**config.mk**
```make
export PLATFORM = sky130hd
export DESIGN_NAME = vga_pattern_scheduler_flat
export DESIGN_NICKNAME = d
export VERILOG_FILES = /design/src/rtl/vga_pkg.sv /design/src/rtl/vga_pattern_scheduler_if.sv /design/src/rtl/vga_input_conditioner.sv /design/src/rtl/vga_pattern_scheduler.sv /design/src/flat_wrapper.sv
export SDC_FILE = /design/constraint.sdc
export NUM_CORES = 1
export LEC_CHECK = 0
export BUFFER_PORTS_ARGS = -buffer_cell sky130_fd_sc_hd__buf_2
export CELL_PAD_IN_SITES_DETAIL_PLACEMENT = 1
export CELL_PAD_IN_SITES_GLOBAL_PLACEMENT = 1
export CORE_MARGIN = 2
export CORE_UTILIZATION = 45
export DETAILED_ROUTE_END_ITERATION = 10
export PLACE_DENSITY_LB_ADDON = 0.25
export SYNTH_ARGS = -nofsm -noshare
export SYNTH_HDL_FRONTEND = slang
export SYNTH_SLANG_ARGS = --single-unit
```
**constraint.sdc**
```tcl
create_clock -name clk_pix -period 2.07 [get_ports clk_pix]
set_input_delay 0 -clock clk_pix [delete_from_list [all_inputs] [get_ports clk_pix]]
set_output_delay 0 -clock clk_pix [all_outputs]
set_load 0.005 [all_outputs]
```
**src/rtl/vga_pkg.sv**
```systemverilog
// Shared constants and types for the VGA test-pattern path: 640x480@60 timing,
// pattern encodings, fade range and the pattern scheduler state type.
package vga_pkg;

    localparam int unsigned H_DISPLAY = 640;
    localparam int unsigned H_FRONT   = 16;
    localparam int unsigned H_SYNC    = 96;
    localparam int unsigned H_BACK    = 48;
    localparam int unsigned H_TOTAL   = H_DISPLAY + H_FRONT + H_SYNC + H_BACK;

    localparam int unsigned V_DISPLAY = 480;
    localparam int unsigned V_FRONT   = 10;
    localparam int unsigned V_SYNC    = 2;
    localparam int unsigned V_BACK    = 33;
    localparam int unsigned V_TOTAL   = V_DISPLAY + V_FRONT + V_SYNC + V_BACK;

    localparam logic [1:0] PAT_BARS     = 2'd0;
    localparam logic [1:0] PAT_CHECKER  = 2'd1;
    localparam logic [1:0] PAT_GRADIENT = 2'd2;
    localparam logic [1:0] PAT_CIRCLE   = 2'd3;

    localparam logic [3:0] FADE_MAX = 4'hF;

    typedef enum logic [1:0] {
        SHOW     = 2'd0,
        FADE_OUT = 2'd1,
        SWAP     = 2'd2,
        FADE_IN  = 2'd3
    } sched_state_t;

    // Auto mode steps through the four patterns, wrapping 3 -> 0.
    function automatic logic [1:0] next_pattern(input logic [1:0] pat);
        return pat + 2'd1;
    endfunction

endpackage

```
**src/rtl/vga_pattern_scheduler_if.sv**
```systemverilog
// Switch/frame inputs and pattern/fade outputs of the pattern scheduler,
// bundled so the timing block, switches and pattern generator share one port.
interface vga_pattern_scheduler_if;

    logic       frame_start;
    logic [1:0] sw;
    logic       auto_en;
    logic [1:0] pattern_sel;
    logic [3:0] fade_level;
    logic       busy;
    logic       pattern_changed;

    modport master (
        output frame_start, sw, auto_en,
        input  pattern_sel, fade_level, busy, pattern_changed
    );

    modport slave (
        input  frame_start, sw, auto_en,
        output pattern_sel, fade_level, busy, pattern_changed
    );

endinterface

```
**src/rtl/vga_input_conditioner.sv**
```systemverilog
// Two-flop synchroniser for asynchronous board inputs, with an optional
// per-bit stability filter enabled by the VGA_SCHED_DEBOUNCE_EN macro.
module vga_input_conditioner #(
    parameter int unsigned WIDTH           = 1,
    parameter int unsigned DEBOUNCE_CYCLES = 250000
) (
    input  logic             clk_pix,
    input  logic             rst,
    input  logic [WIDTH-1:0] raw,
    output logic [WIDTH-1:0] clean
);

    logic [WIDTH-1:0] meta;
    logic [WIDTH-1:0] sync;

    always_ff @(posedge clk_pix or posedge rst) begin
        if (rst) begin
            meta <= '0;
            sync <= '0;
        end else begin
            meta <= raw;
            sync <= meta;
        end
    end

`ifdef VGA_SCHED_DEBOUNCE_EN
    localparam int unsigned CW = (DEBOUNCE_CYCLES > 1) ? $clog2(DEBOUNCE_CYCLES + 1) : 1;
    localparam logic [CW-1:0] LAST_CNT = CW'(DEBOUNCE_CYCLES - 1);

    // Each bit is binary, so "stable for N cycles" is the same as "differing
    // from the accepted value for N consecutive cycles".
    for (genvar i = 0; i < WIDTH; i++) begin : g_debounce
        logic [CW-1:0] cnt;
        logic          stable;

        always_ff @(posedge clk_pix or posedge rst) begin
            if (rst) begin
                cnt    <= '0;
                stable <= 1'b0;
            end else if (sync[i] == stable) begin
                cnt <= '0;
            end else if (cnt == LAST_CNT) begin
                cnt    <= '0;
                stable <= sync[i];
            end else begin
                cnt <= cnt + 1'b1;
            end
        end

        assign clean[i] = stable;
    end
`else
    assign clean = sync;
`endif

endmodule

```
**src/rtl/vga_pattern_scheduler.sv**
```systemverilog
// Frame-synchronous test-pattern selector with fade-out / swap / fade-in
// sequencing. Optional input debounce: define VGA_SCHED_DEBOUNCE_EN.
module vga_pattern_scheduler
    import vga_pkg::*;
#(
    parameter int unsigned FRAMES_PER_PATTERN = 120,
    parameter int unsigned DEBOUNCE_CYCLES    = 250000
) (
    input logic                    clk_pix,
    input logic                    rst,
    vga_pattern_scheduler_if.slave bus
);

    localparam int unsigned FW = (FRAMES_PER_PATTERN > 1) ? $clog2(FRAMES_PER_PATTERN) : 1;
    localparam logic [FW-1:0] LAST_FRAME = FW'(FRAMES_PER_PATTERN - 1);

    logic [2:0]   cond;
    logic [1:0]   sw_s;
    logic         auto_s;

    sched_state_t state;
    sched_state_t state_next;
    logic [FW-1:0] frame_cnt;
    logic [1:0]   pattern_sel;
    logic [1:0]   pending;
    logic [1:0]   target;
    logic [3:0]   fade_level;
    logic         frame_wrap;
    logic         start_change;
    logic         busy;
    logic         pattern_changed;

    vga_input_conditioner #(
        .WIDTH           (3),
        .DEBOUNCE_CYCLES (DEBOUNCE_CYCLES)
    ) u_input_conditioner (
        .clk_pix (clk_pix),
        .rst     (rst),
        .raw     ({bus.auto_en, bus.sw}),
        .clean   (cond)
    );

    assign {auto_s, sw_s} = cond;

    assign frame_wrap = bus.frame_start && (frame_cnt == LAST_FRAME);

    // In auto mode the target only moves on the frame that completes the dwell.
    always_comb begin
        target = sw_s;
        if (auto_s) begin
            target = frame_wrap ? next_pattern(pattern_sel) : pattern_sel;
        end
    end

    assign start_change = bus.frame_start && (target != pattern_sel);

    always_ff @(posedge clk_pix or posedge rst) begin
        if (rst) begin
            frame_cnt <= '0;
        end else if (state != SHOW || !auto_s) begin
            frame_cnt <= '0;
        end else if (bus.frame_start) begin
            frame_cnt <= frame_wrap ? '0 : frame_cnt + 1'b1;
        end
    end

    always_ff @(posedge clk_pix or posedge rst) begin
        if (rst) begin
            state <= SHOW;
        end else begin
            state <= state_next;
        end
    end

    always_comb begin
        state_next = state;
        case (state)
            SHOW:     if (start_change) state_next = FADE_OUT;
            FADE_OUT: if (bus.frame_start && fade_level == 4'd1) state_next = SWAP;
            SWAP:     state_next = FADE_IN;
            FADE_IN:  if (bus.frame_start && fade_level == FADE_MAX - 4'd1) state_next = SHOW;
            default:  state_next = SHOW;
        endcase
    end

    always_comb begin
        busy            = (state != SHOW);
        pattern_changed = (state == SWAP);
    end

    // The frame that starts a change is also the first fade step, so a full
    // fade-out spans exactly 15 frame_starts.
    always_ff @(posedge clk_pix or posedge rst) begin
        if (rst) begin
            fade_level  <= FADE_MAX;
            pattern_sel <= PAT_BARS;
            pending     <= PAT_BARS;
        end else begin
            case (state)
                SHOW: begin
                    fade_level <= FADE_MAX;
                    if (start_change) begin
                        fade_level <= FADE_MAX - 4'd1;
                        pending    <= target;
                    end
                end
                FADE_OUT: if (bus.frame_start && fade_level != 4'd0) fade_level <= fade_level - 4'd1;
                SWAP:     pattern_sel <= pending;
                FADE_IN:  if (bus.frame_start && fade_level != FADE_MAX) fade_level <= fade_level + 4'd1;
                default:  fade_level <= FADE_MAX;
            endcase
        end
    end

    assign bus.pattern_sel     = pattern_sel;
    assign bus.fade_level      = fade_level;
    assign bus.busy            = busy;
    assign bus.pattern_changed = pattern_changed;

endmodule

```
**src/flat_wrapper.sv**
```systemverilog
// flat-port wrapper written by rule: the top's interface ports become plain ports
module vga_pattern_scheduler_flat import vga_pkg::*;
#(
    parameter int unsigned FRAMES_PER_PATTERN = 120,
    parameter int unsigned DEBOUNCE_CYCLES    = 250000
)
  (clk_pix, rst, bus_frame_start, bus_sw, bus_auto_en, bus_pattern_sel, bus_fade_level, bus_busy, bus_pattern_changed);
  vga_pattern_scheduler_if bus_i ();
  input logic clk_pix;
  input logic rst;
  input wire logic [$bits(bus_i.frame_start)-1:0] bus_frame_start;
  input wire logic [$bits(bus_i.sw)-1:0] bus_sw;
  input wire logic [$bits(bus_i.auto_en)-1:0] bus_auto_en;
  output wire logic [$bits(bus_i.pattern_sel)-1:0] bus_pattern_sel;
  output wire logic [$bits(bus_i.fade_level)-1:0] bus_fade_level;
  output wire logic [$bits(bus_i.busy)-1:0] bus_busy;
  output wire logic [$bits(bus_i.pattern_changed)-1:0] bus_pattern_changed;
  assign bus_i.frame_start = bus_frame_start;
  assign bus_i.sw = bus_sw;
  assign bus_i.auto_en = bus_auto_en;
  assign bus_pattern_sel = bus_i.pattern_sel;
  assign bus_fade_level = bus_i.fade_level;
  assign bus_busy = bus_i.busy;
  assign bus_pattern_changed = bus_i.pattern_changed;
  vga_pattern_scheduler #(.FRAMES_PER_PATTERN(FRAMES_PER_PATTERN), .DEBOUNCE_CYCLES(DEBOUNCE_CYCLES)) u_core (.clk_pix(clk_pix), .rst(rst), .bus(bus_i));
endmodule
```
==> results.yml <==
power:
  p_leak_uw: 0.000687
  ir_worst_vdd_uv: 659
  p_total_uw: 1930
  power.density_nw_per_um2: 1250
synthesis:
  ys_seq_area_frac: 0.423
  synthesis.area_um2: 1370
  ys_warn_count: 0
  yosys.area.top_type: "dfrtp_1"
  netlist.area_leader.share: 0.346
  async_reset_ff_frac: 1.00
  avgSynthCellArea_um2: 9.96
  netlist_instances: 138
  postSynthRegisterBits: 23
  synth_edf_count: 0
  synth_flop_cell: "dfrtp_1"
  synth.most_common_cell: "dfrtp_1"
  synthTopCellsByArea: "dfrtp_1 35%, ha_1 9.1%, dfstp_2 7.7%"
  synth_cell_types: 45
  synth_common_cells: "19 x dfrtp_1, 12 x nand2_1, 10 x ha_1, 10 x nor2_1, 9 x inv_1"
  syn_nets: 154
floorplanning:
  io_pins: 14
  start_util: 0.461
  die_h_um: 59.3
  placementRows: 20
  core_area_um2: 2980
  dieArea_um2: 3510
  chipWidth_um: 59.3
clocking:
  clockBufferDepth: 2
  path_clk_slew_ns: 0.14
  htree_levels: 1
  cts.sinks: 23
  cts_made_buffers: 3
  cts_tree: "yes"
  clock_latency_ns: 0.31
  cts-root-buf: "clkbuf_4"
layout:
  nets: 173
  fill_cells: 358
  seq_area_um2: 581
  finish.utilization: 0.521
  diodes: 0
  drive_above_1_share: 0.224
  multi_input_area_um2: 722
  synthToLayoutAreaGrowth_pct: 12.8
run_status:
  status: "completed"
critical_path:
  crit_type: "flop to flop"
  crit_fanout: 6
  cp_data_arrival_time_ns: 2.16
  slowest_delay_ns: 0.47
  cp-start-kind: "flop"
  cp_cell_sequence: "ha_1 > and4_2 > a21oi_2 > a2111o_1 > mux2_4"
  setup.worst_path.end_class: "flop"
  crit_required_ns: 2.27
  crit_slowest_cell: "a2111o_1"
global_routing:
  first_global_vias: 1130
  grt.total_usage: 0.194
  grt_first_pass_wirelength_um: 5130
  grt_max_degree: 24
  grt-ovfl-total: 0
  antenna_found_initial: 0
route:
  drt_pass1_iterations: 4
  drc: 0
  drt-total-wl_um: 3080
  num_vias: 1094
  routed_via_density: 5.79
  wl_per_cell_um: 16.3
  dr.first_iter.drc_count: 25
  drtAntennaViolNets: 0
timing:
  fmax_mhz: 509
  fin_skew_ns: 0.0174
  fin_crit_ns: 1.97
  grt_setup_unrepaired: "no"
  hold_viol: 0
  finalSetupTns_ns: 0
  drv_slew: 0
  min_period_over_period: 0.950
  finalSetupViolations: 0
  tightest_slew_ns: 0.873
  relSlewSlack: 0.418
placed_design:
  dp_hpwl_um: 2310
  port_buffers: 13
  place_congestion: 0.798
worst_hold_path:
  hp-class: "primary input to flop"
job:
  max_cap_viol_count: 0
registers in the layout, summed over array words and instances (netlist names):
name and count:
u_core.frame_cnt 7, u_core.bus.fade_level 4, u_core.u_input_conditioner.clean 3, u_core.u_input_conditioner.meta 3, u_core.bus.pattern_sel 2, u_core.pending 2
u_core.state 2
metrics by stage:
| stage | hold slack, ns | setup slack (ns) | cell area, um2 | std cells |
|---|---|---|---|---|
| 3_5_place_dp | 0.110 | 0.0838 | 1470 | 180 |
| 3_3_place_gp | 0.111 | 0.168 | 1470 | 180 |
| 6_report | 0.0130 | 0.104 | 1550 | 189 |
| 2_1_floorplan | -0.00104 | 0.224 | 1370 | 138 |
| 5_1_grt | 0.0254 | 0.0277 | 1550 | 189 |
| 4_1_cts | 0.00754 | 0.0467 | 1540 | 188 |
final timing paths:
check	from	endpoint	slack, ns	depth (start not counted)
min in group asynchronous	rst	u_core.u_input_conditioner.clean[2]$_DFF_PP0_	0.39	3
setup reg to reg	u_core.frame_cnt[1]$_DFFE_PP0P_	u_core.state[1]$_DFFE_PP0P_	0.10	5
hold reg to reg	u_core.u_input_conditioner.meta[1]$_DFF_PP0_	u_core.u_input_conditioner.clean[1]$_DFF_PP0_	0.37	0
hold / removal	bus_frame_start	u_core.frame_cnt[0]$_DFFE_PP0P_	0.01	3
setup / recovery	u_core.frame_cnt[1]$_DFFE_PP0P_	u_core.state[1]$_DFFE_PP0P_	0.10	5
max in group asynchronous	rst	u_core.u_input_conditioner.clean[1]$_DFF_PP0_	1.13	3
power by group:
| part | internal (uW) | switching (uW) | leakage [uW] |
|---|---|---|---|
| logic | 471 | 517 | 0.000392 |
| registers | 593 | 141 | 0.000281 |
| clock network | 73.6 | 137 | 0.0000139 |
| total | 1140 | 795 | 0.000687 |
cell families (layout without fill, tap and decap cells):
logic type      after synthesis  in the layout  synth area share
compound gates               26             26             0.133
xor+xnor                      6              6            0.0383
fa+ha+maj                    10             10            0.0911
buf+inv                      17             35            0.0528
flops                        23             23             0.423
mux                           6              6            0.0501
simple gates                 50             50             0.212
worst max-delay path, delay by kind of cell, from the launching register on:
kind | cells | cell delay [ns]
DFF | 1 | 0.42
AOI/OAI and AO/OA | 2 | 0.55
and+or+nand+nor | 1 | 0.32
muxes | 1 | 0.31
adders and majority gates | 1 | 0.24
placed cells by master (no fill, tap or decap), types with 2 or more instances in the layout:
cell,netlist,routed
dfrtp_1,19,19
dlygate4sd3_1,0,4
dfstp_2,4,4
nor2_1,10,10
nand3b_1,3,3
xor2_1,5,5
nor3_1,3,3
buf_4,1,5
buf_2,4,13
nand4_1,3,3
clkbuf_4,0,3
nor2b_1,2,2
ha_1,10,10
inv_1,9,9
o21ai_0,5,5
or3_1,2,2
nand2_1,12,12
a21oi_1,4,4
a31oi_1,4,4
o221ai_1,3,3
mux2i_1,2,2
nand3_1,3,3
mux2_2,3,3
timing repair:
action,in CTS,in global routing
hold buffers,4,0
resized for setup,0,1
hold endpoints to repair,22,0
buffers inserted,0,1
setup endpoints to repair,0,1
metal layers:
layer  GRT usage  part of all wire  vias up  wire, um
met5           0                 0        -         0
met4      0.0779            0.0081        0        25
met3      0.0218             0.024        2        73
met2       0.334              0.50       18      1530
met1       0.246              0.47      545      1450
li1            -                 -      529         -
area by class of cell:
type                       count  area share
clock inverter                 1     0.00484
multi-input combinational     98       0.466
sequential                    23       0.374
clock buffer                   3      0.0145
inverter                       9      0.0218
tap                           33      0.0266
timing repair buffer          22      0.0920
Power figures use the tool's default switching activity.
